### src/rtl/divisor_sequencial.sv
// Sequential restoring divider: unsigned WA-bit dividend / WB-bit divisor,
// one quotient bit per clock, MSB first. Results are held until the next
// accepted Start; divide-by-zero completes in a single edge.
module divisor_sequencial #(
  parameter int WA = 16,
  parameter int WB = 8
) (
  input  logic          Clk,
  input  logic          Rst,
  input  logic          Start,
  input  logic [WA-1:0] A,
  input  logic [WB-1:0] B,
  output logic [WA-1:0] Q,
  output logic [WB-1:0] R,
  output logic          Busy,
  output logic          Done,
  output logic          DivZero
);

  localparam int CW = (WA > 1) ? $clog2(WA) : 1;

  typedef enum logic [1:0] {
    IDLE,
    CALC,
    DONE
  } state_t;

  state_t        state;
  logic [WA-1:0] dvd;     // latched dividend, shifted left each step
  logic [WB-1:0] dvs;     // latched divisor
  logic [WB:0]   p;       // partial remainder, one spare bit for the compare
  logic [CW-1:0] cnt;     // step counter

  logic [WB:0]   p_sh;
  logic [WB:0]   p_sub;
  logic          q_bit;

  // One restoring step: shift in the next dividend bit, subtract if it fits.
  always_comb begin
    p_sh  = (p << 1) | (WB+1)'(dvd[WA-1]);
    q_bit = (p_sh >= {1'b0, dvs});
    p_sub = q_bit ? (p_sh - {1'b0, dvs}) : p_sh;
  end

  // Control FSM and datapath registers; all outputs are registered here.
  always_ff @(posedge Clk or posedge Rst) begin
    if (Rst) begin
      state   <= IDLE;
      dvd     <= '0;
      dvs     <= '0;
      p       <= '0;
      cnt     <= '0;
      Q       <= '0;
      R       <= '0;
      Busy    <= 1'b0;
      Done    <= 1'b0;
      DivZero <= 1'b0;
    end else begin
      case (state)
        IDLE, DONE: begin
          if (Start) begin
            dvd <= A;
            dvs <= B;
            cnt <= '0;
            p   <= '0;
            if (B == '0) begin
              // Zero divisor bypasses CALC entirely.
              Q       <= '1;
              R       <= A[WB-1:0];
              DivZero <= 1'b1;
              Busy    <= 1'b0;
              Done    <= 1'b1;
              state   <= DONE;
            end else begin
              Q       <= '0;
              DivZero <= 1'b0;
              Busy    <= 1'b1;
              Done    <= 1'b0;
              state   <= CALC;
            end
          end
        end
        CALC: begin
          dvd <= dvd << 1;
          p   <= p_sub;
          Q   <= {Q[WA-2:0], q_bit};
          cnt <= cnt + CW'(1);
          if (cnt == CW'(WA - 1)) begin
            R     <= p_sub[WB-1:0];
            Busy  <= 1'b0;
            Done  <= 1'b1;
            state <= DONE;
          end
        end
        default: begin
          Busy  <= 1'b0;
          Done  <= 1'b0;
          state <= IDLE;
        end
      endcase
    end
  end

endmodule
### config.mk
export PLATFORM = sky130hd
export DESIGN_NAME = divisor_sequencial
export DESIGN_NICKNAME = d
export VERILOG_FILES = /design/src/rtl/divisor_sequencial.sv
export SDC_FILE = /design/constraint.sdc
export NUM_CORES = 1
export LEC_CHECK = 0
export CORE_MARGIN = 2
export CORE_UTILIZATION = 59
export CTS_BUF_LIST = sky130_fd_sc_hd__clkbuf_4
export CTS_CLUSTER_DIAMETER = 120
export CTS_CLUSTER_SIZE = 40
export DETAILED_ROUTE_END_ITERATION = 8
export GPL_TIMING_DRIVEN = 1
export HOLD_SLACK_MARGIN = 0.03
export PLACE_DENSITY = 0.88
export SLEW_MARGIN = 20
export SYNTH_ARGS = -nofsm -noshare
export SYNTH_HDL_FRONTEND = slang
export SYNTH_SLANG_ARGS = --single-unit
### constraint.sdc
create_clock -name Clk -period 4.05 [get_ports Clk]
set_input_delay 1.0125 -clock Clk [delete_from_list [all_inputs] [get_ports Clk]]
set_output_delay 1.0125 -clock Clk [all_outputs]
set_load 0.05 [all_outputs]
======== Word-level counts from Yosys, hierarchy flattened ========
Index checks and enable logic that the tools add are counted.
word-level totals
  bits in latches ......................... 0
  input bits .............................. 27
  output and inout port bits .............. 27
  bits in read-only memories .............. 0
  memories ................................ 0
  logic and storage cells ................. 54
  memory bits (writable) .................. 0
  register bits after elaboration ......... 65
operators by class
  equality and inequality tests ........... 6
  $lt $le $gt $ge ......................... 1
  reductions and logical operators ........ 8
  bitwise gates (word level) .............. 1
  shift-type cells ........................ 0
  add/sub/neg operators ................... 2
  mux-type cells .......................... 26
  multiply operators ...................... 0
  div/mod/pow operators ................... 0
operators with widths
  kind                 count
  $pmux 16 s2          2
  $mux 16              3
  $mux 8               5
  $pmux 8 s2           2
  $ge 9x8->1           1
  $or 9x1->9           1
  $logic_not 8->1      1
  $pmux 4 s2           1
  $sub 8x8->8          1
  $mux 1               6
  $mux 2               3
  $ne 2x2->1 const B   3
  $reduce_and 2->1     3
  $add 4x1->4 const B  1
  $eq 4x4->1 const B   1
  $mux 4               1
  $pmux 1 s2           2
  $pmux 2 s2           1
  $reduce_and 4->1     1
  $eq 2x1->1 const B   1
  $eq 2x2->1 const B   1
  $logic_not 2->1      1
  $reduce_bool 2->1    1
  $reduce_or 2->1      1

======== Depth between registers and ports, before layout ========
Gate-level depths: netlist of run 1.
  depth in word-level cells ............... 5
  gate-level depth with buffers ........... 10
  mapped depth without buffers ............ 10

======== Worst setup path after synthesis of run 1 ========
OpenSTA, ideal clock, no wires.
  path kind ............................... input port to flip-flop
  start ................................... in B[2]
  end ..................................... reg R[5]
  arrival ................................. 2.140 ns
  setup time .............................. 0.121 ns
  slack ................................... 1.789 ns
  cell stages on the path ................. 6
  buffers on the path ..................... 0
  required time ........................... 3.929 ns
  cell sequence ........................... or4_4 nor2_4 nand2_4 o21ai_1 nand2_1 o22a_1
on the way
  word-level cells in the longest chain between the ends .. 3
RTL lines
  what                               RTL line  text
  from (decl)                        12        input logic [WB-1:0] B,
  $logic_not 8->1                    66        if (B == '0) begin
  $ne 2x2->1 (no source line)        --
  $reduce_and 4->1 (no source line)  --
  to (signal assigned)               69        R <= A[WB-1:0];
  to (signal assigned)               89        R <= p_sub[WB-1:0];
  to (decl)                          14        output logic [WB-1:0] R,
No other way between the ends.
A chain may end at the register's enable or synchronous reset.

==> results of run 1 <==
[stage by stage]
step | hold WS (ns) | instances | setup WS (ns) | cell area [µm²] | util
floorplan | 0.437 | 290 | 1.47 | 3050 | -
global placement | 0.458 | 400 | 1.15 | 3620 | 0.717
global route | 0.514 | 416 | 1.26 | 3780 | 0.750
CTS | 0.491 | 416 | 1.32 | 3780 | 0.750
finish | 0.493 | 416 | 1.34 | 3780 | 0.750
detailed placement | 0.464 | 400 | 1.10 | 3620 | 0.717
[cell families (layout without fill, tap and decap cells)]
| family | count (synthesis) | after routing | share of synthesized area |
|---|---|---|---|
| buf+inv | 28 | 84 | 0.0415 |
| simple gates | 86 | 86 | 0.133 |
| fa+ha+maj | 10 | 10 | 0.0435 |
| mux | 7 | 7 | 0.0230 |
| flops | 63 | 63 | 0.517 |
| xor+xnor | 4 | 4 | 0.0115 |
| compound gates | 92 | 92 | 0.230 |
[layer usage]
metal	track usage	vias up	wire length, µm
met1	0.346	1192	2960
met3	0.0688	14	356
met2	0.413	83	3350
met5	0	-	0
li1	-	1152	-
met4	0.121	0	131
[power by group]
group          leakage, nW  internal (W)  switching (W)
combinational        0.853      0.000899        0.00131
sequential           0.776      0.000930       0.000208
clock               0.0786      0.000251       0.000247
[how the worst max path moves through the flow]
| stage | end | slack (ns) | cells after the start |
|---|---|---|---|
| 2_1_floorplan | DivZero | 1.47 | 1 |
| 3_3_place_gp | cnt[2] | 1.15 | 6 |
| 3_5_place_dp | cnt[2] | 1.10 | 6 |
| 4_1_cts | Busy | 1.32 | 1 |
| 5_1_grt | Busy | 1.26 | 1 |
| 6_report | Busy | 1.34 | 1 |
[sequential cells by signal, summed over array words and instances (netlist names)]
signal	count
p	8
DivZero	1
state	1
dvd	16
Done	1
dvs	8
R	8
Q	16
cnt	4
[Yosys cell counts (2+ instances only)]
master	count
buf_4	2
nand3_1	2
a22oi_1	14
mux2i_1	7
or4_4	2
a21oi_1	10
ha_1	9
nand2_1	54
o22a_1	5
dfrtp_1	63
nor2_1	12
o21a_1	6
a221o_1	16
nand2b_1	3
xnor2_1	3
nor2b_1	4
clkbuf_1	8
o21ai_0	18
buf_2	5
nand2_4	2
a22o_1	2
a21o_1	4
inv_1	11
o22ai_1	2
[worst min-delay path, delay by kind of cell (launching register included)]
kind / cells / cell delay, ns
and+or+nand+nor: 2 / 0.10
DFF: 1 / 0.37
[layout by cell type, fill, tap and decap left out, types with 7 or more instances in the layout]
cell type / count
dfrtp_1: 63
nand2_1: 54
clkdlybuf4s50_1: 53
o21ai_0: 18
a221o_1: 16
a22oi_1: 14
nor2_1: 11
a21oi_1: 10
inv_1: 10
ha_1: 9
clkbuf_4: 9
mux2i_1: 7
[layout make-up]
cell class | count | area (µm²) | area share
inverter | 11 | 42.5 | 0.0112
clock buffer | 9 | 67.6 | 0.0179
sequential | 63 | 1580 | 0.417
multi-input combinational | 199 | 1350 | 0.357
tap | 70 | 87.6 | 0.0232
clock inverter | 7 | 96.3 | 0.0255
timing repair buffer | 57 | 561 | 0.148
==> flow_metrics.tcl, run 1 <==
set metrics [dict create \
    grt_pass1_vias 2397 \
    fillers 362 \
    routed_via_density 5.87 \
    async_flop_share 1.00 \
    ys.warnings.count 0 \
    arrival_ns 1.70 \
    synth_edf_count 0 \
    finalCriticalPeriod_ns 2.71 \
    endpoint_kind "output port" \
    gp_routability_congestion 0.819 \
    reg2reg_to "R[0]" \
    finClkSkew_ns 0.0136 \
    crit_path_top_delay_cell "clkdlybuf4s50_1" \
    start_util 0.604 \
    path_class "register to output port" \
    clkSinkCount 63 \
    grt.total_usage 0.264 \
    synthCells 290 \
    ir_worst_vdd_mv 0.714 \
    drive_gt1_frac 0.104 \
    setup_viol 0 \
    post_cts_buffers 0 \
    clk_latency_ns 0.41 \
    cp_top_family "buffers and inverters" \
    yosys-top-cells-area "dfrtp_1 52%, nand2_1 6.7%, a221o_1 5.3%" \
    drtAntennaViolNets 0 \
    crit_chain "clkdlybuf4s50_1" \
    cp_num_buf_inv 1 \
    cts_tree "built" \
    portBuffers 53 \
    worst_pin_slew_ns 0.886 \
    cpPeakStageDelay_ns 0.85 \
    via_count 2441 \
    postSynthAreaPerCell_um2 10.5 \
    synth_top_area_frac 0.517 \
    wirelength_um 6800 \
    synth_area_um2 3050 \
    critPathLaunchType "register" \
    reg2reg_from "dvd[15]" \
    synth_ff_type "dfrtp_1" \
    grt_pass1_wl_um 11300 \
    power_leakage_nw 1.71 \
    worstHoldPathCells 2 \
    synth_top_cell_by_area "dfrtp_1" \
    slew_violations 0 \
    fmax_mhz 369 \
    worst-r2r-cell-count 8 \
    row_count 26 \
    period_share 0.669 \
    holdCritPathClass "register to register" \
    numCtsBuffers 9 \
    synthesis.nets 327 \
    cp_max_fo 6 \
    avgRoutedWirePerCell_um 16.4 \
    rrSetupSlack_ns 1.71 \
    dr.pass1.iters 4 \
    rsz0062_at_grt "no" \
    antenna_found_initial 0 \
    hold_end "dvd[10]" \
    hold_viol_final 0 \
    startpoint "state[0]" \
    drc 0 \
    crit_required_ns 3.04 \
    place_hpwl_um 4850 \
    clk_pin_slew_ns 0.12 \
    relSlewSlack 0.409 \
    fp.dieW_um 75.9 \
    status "finished, final reports clean" \
    total_power_w 0.00384 \
    power_density_nw_per_um2 1020 \
    area_delta_synth_final_pct 24.1 \
    drv_cap 0 \
    htree_num_levels 3 \
    grt_overflow_total 0 \
    die-area_um2 5750 \
    design.core.area_um2 5040 \
    worstHoldStart "dvd[10]" \
    boundaryPins 54 \
    setup_tns_ns 0 \
    finalNetCount 378 \
    root_buffer "clkbuf_4" \
    ys_ff_latch 63 \
    cts_resized 0 \
    antennaDiodeCount 0 \
    grt_start_max_net_pins 54 \
    drt_iter0_markers 200 \
    floorplan.die.height_um 75.9 \
    seq_area_frac_synth 0.517 \
    cts_max_path_buffers 2 \
    cts-hold-fix-buffers 0 \
    ys_types 50 \
]
No activity file was read; power rests on OpenSTA's default activity.
==> run 2: changes to the inputs <==
--- a/config.mk
+++ b/config.mk
@@ -6,14 +6,14 @@
 export NUM_CORES = 1
 export LEC_CHECK = 0
 export CORE_MARGIN = 2
-export CORE_UTILIZATION = 59
+export CORE_UTILIZATION = 54
 export CTS_BUF_LIST = sky130_fd_sc_hd__clkbuf_4
 export CTS_CLUSTER_DIAMETER = 120
 export CTS_CLUSTER_SIZE = 40
 export DETAILED_ROUTE_END_ITERATION = 8
 export GPL_TIMING_DRIVEN = 1
 export HOLD_SLACK_MARGIN = 0.03
-export PLACE_DENSITY = 0.88
+export PLACE_DENSITY = 0.82
 export SLEW_MARGIN = 20
 export SYNTH_ARGS = -nofsm -noshare
 export SYNTH_HDL_FRONTEND = slang
==> constraint.sdc (replaced) <==
create_clock -name Clk -period 2.7 [get_ports Clk]
set_input_delay 0.675 -clock Clk [delete_from_list [all_inputs] [get_ports Clk]]
set_output_delay 0.675 -clock Clk [all_outputs]
set_load 0.05 [all_outputs]
==> run 2 against run 1 <==
  * Clock power up 32%
  * Total power up 49%
  * Via count down 0.41%
  * Sequential cell count unchanged
  * Critical endpoint unchanged
  * Count of clock-buffer cells in the layout unchanged
  * Cell count up 1.2%
  * Sequential power up 49%
  * Core utilization down 5.7 points
  * Clock skew down 0.0032 ns
  * Die area up 8.8%
  * First-iteration DRC count down 23%
  * Highest routed layer unchanged
  * Critical path type unchanged
==> flow_metrics.tcl, run 2 (synthesis gave the netlist of run 1 again) <==
set metrics [dict create \
    cp_num_buf_inv 1 \
    worstHoldStart "cnt[3]" \
    start_util 0.557 \
    power_leakage_nw 1.72 \
    total_power_w 0.00572 \
    drive_gt1_frac 0.112 \
    fmax_mhz 426 \
    finalNetCount 381 \
    holdCritPathClass "register to register" \
    htree_num_levels 3 \
    clkSinkCount 63 \
    worst_pin_slew_ns 1.00 \
    cp_top_family "buffers and inverters" \
    period_share 0.870 \
    via_count 2431 \
    reg2reg_from "dvd[15]" \
    cp_max_fo 6 \
    root_buffer "clkbuf_4" \
    cts_tree "built" \
    power_density_nw_per_um2 1510 \
    setup_viol 0 \
    critPathLaunchType "register" \
    hold_viol_final 0 \
    crit_chain "clkdlybuf4s50_1" \
    ir_worst_vdd_mv 1.01 \
    layout_commonest_cell "dfrtp_1" \
    cts_max_path_buffers 2 \
    clk_latency_ns 0.41 \
    cpPeakStageDelay_ns 0.83 \
    numCtsBuffers 9 \
    drv_cap 0 \
    crit_required_ns 2.03 \
    startpoint "state[0]" \
    grt_start_max_net_pins 64 \
    status "finished, final reports clean" \
    gp_routability_congestion 0.853 \
    routed_via_density 5.77 \
    die-area_um2 6260 \
    avgRoutedWirePerCell_um 16.1 \
    place_hpwl_um 4780 \
    setup_tns_ns 0 \
    grt_overflow_total 0 \
    endpoint_kind "output port" \
    drt_iter0_markers 154 \
    grt_pass1_vias 2346 \
    dr.pass1.iters 4 \
    antennaDiodeCount 0 \
    cts_resized 0 \
    portBuffers 53 \
    post_cts_buffers 0 \
    area_delta_synth_final_pct 24.6 \
    boundaryPins 54 \
    drc 0 \
    floorplan.die.height_um 79.1 \
    finalCriticalPeriod_ns 2.35 \
    clk_pin_slew_ns 0.11 \
    cts-hold-fix-buffers 0 \
    design.core.area_um2 5470 \
    row_count 27 \
    detailedPlace.worstSlack_ns 0.0867 \
    grt_pass1_wl_um 11700 \
    fp.dieW_um 79.1 \
    wirelength_um 6780 \
    finClkSkew_ns 0.0105 \
    crit_path_top_delay_cell "clkdlybuf4s50_1" \
    path_class "register to output port" \
    drtAntennaViolNets 0 \
    relSlewSlack 0.331 \
    mostFrequentLayoutCells "63 x dfrtp_1, 54 x nand2_1, 53 x clkdlybuf4s50_1, 18 x o21ai_0, 16 x a221o_1" \
    arrival_ns 1.67 \
    setup_slack_ns 0.351 \
    slew_violations 0 \
    rsz0062_at_grt "no" \
    antenna_found_initial 0 \
    reg.largest.list "Q: 16 flops, dvd: 16 flops" \
    grt.total_usage 0.247 \
]
-- run 2: path summary, 6_finish.rpt --
path / to / slack (ns) / cells past startpoint
max: Busy / 0.35 / 1
min: cnt[3] / 0.47 / 1
max reg2reg: R[6] / 0.38 / 10
min reg2reg: cnt[3] / 0.47 / 1
max in group asynchronous: R[4] / 1.81 / 3
min in group asynchronous: Q[9] / 0.62 / 3
-- run 2: layout make-up --
cell class,instances,area (µm²)
Multi-Input combinational cell,199,1350
Timing Repair Buffer,60,596
Clock inverter,7,72.6
Tap cell,72,90.1
Clock buffer,9,67.6
Inverter,11,41.3
Fill cell,422,1680
Sequential cell,63,1580
-- run 2: per-layer routing --
metal / up-vias / global-route usage / share of wire
li1: 1168 / - / -
met1: 1185 / 0.352 / 0.46
met2: 68 / 0.368 / 0.48
met3: 10 / 0.0682 / 0.051
met4: 0 / 0.0828 / 0.012
met5: - / 0 / 0
-- run 2: power breakdown --
part	leakage [nW]	internal [W]	switching [W]	total, W
registers	0.776	0.00140	0.000300	0.00170
logic	0.874	0.00137	0.00199	0.00336
clock network	0.0723	0.000283	0.000374	0.000657
-- run 2: metrics by stage --
stage / instances / util / hold WS [ns] / cell area [µm²]
final: 421 / 0.693 / 0.471 / 3790
after global routing: 421 / 0.693 / 0.499 / 3790
after CTS: 421 / 0.693 / 0.473 / 3790
after detailed placement: 405 / 0.668 / 0.457 / 3650
after global placement: 405 / 0.668 / 0.452 / 3650
after floorplan: 290 / - / 0.437 / 3050
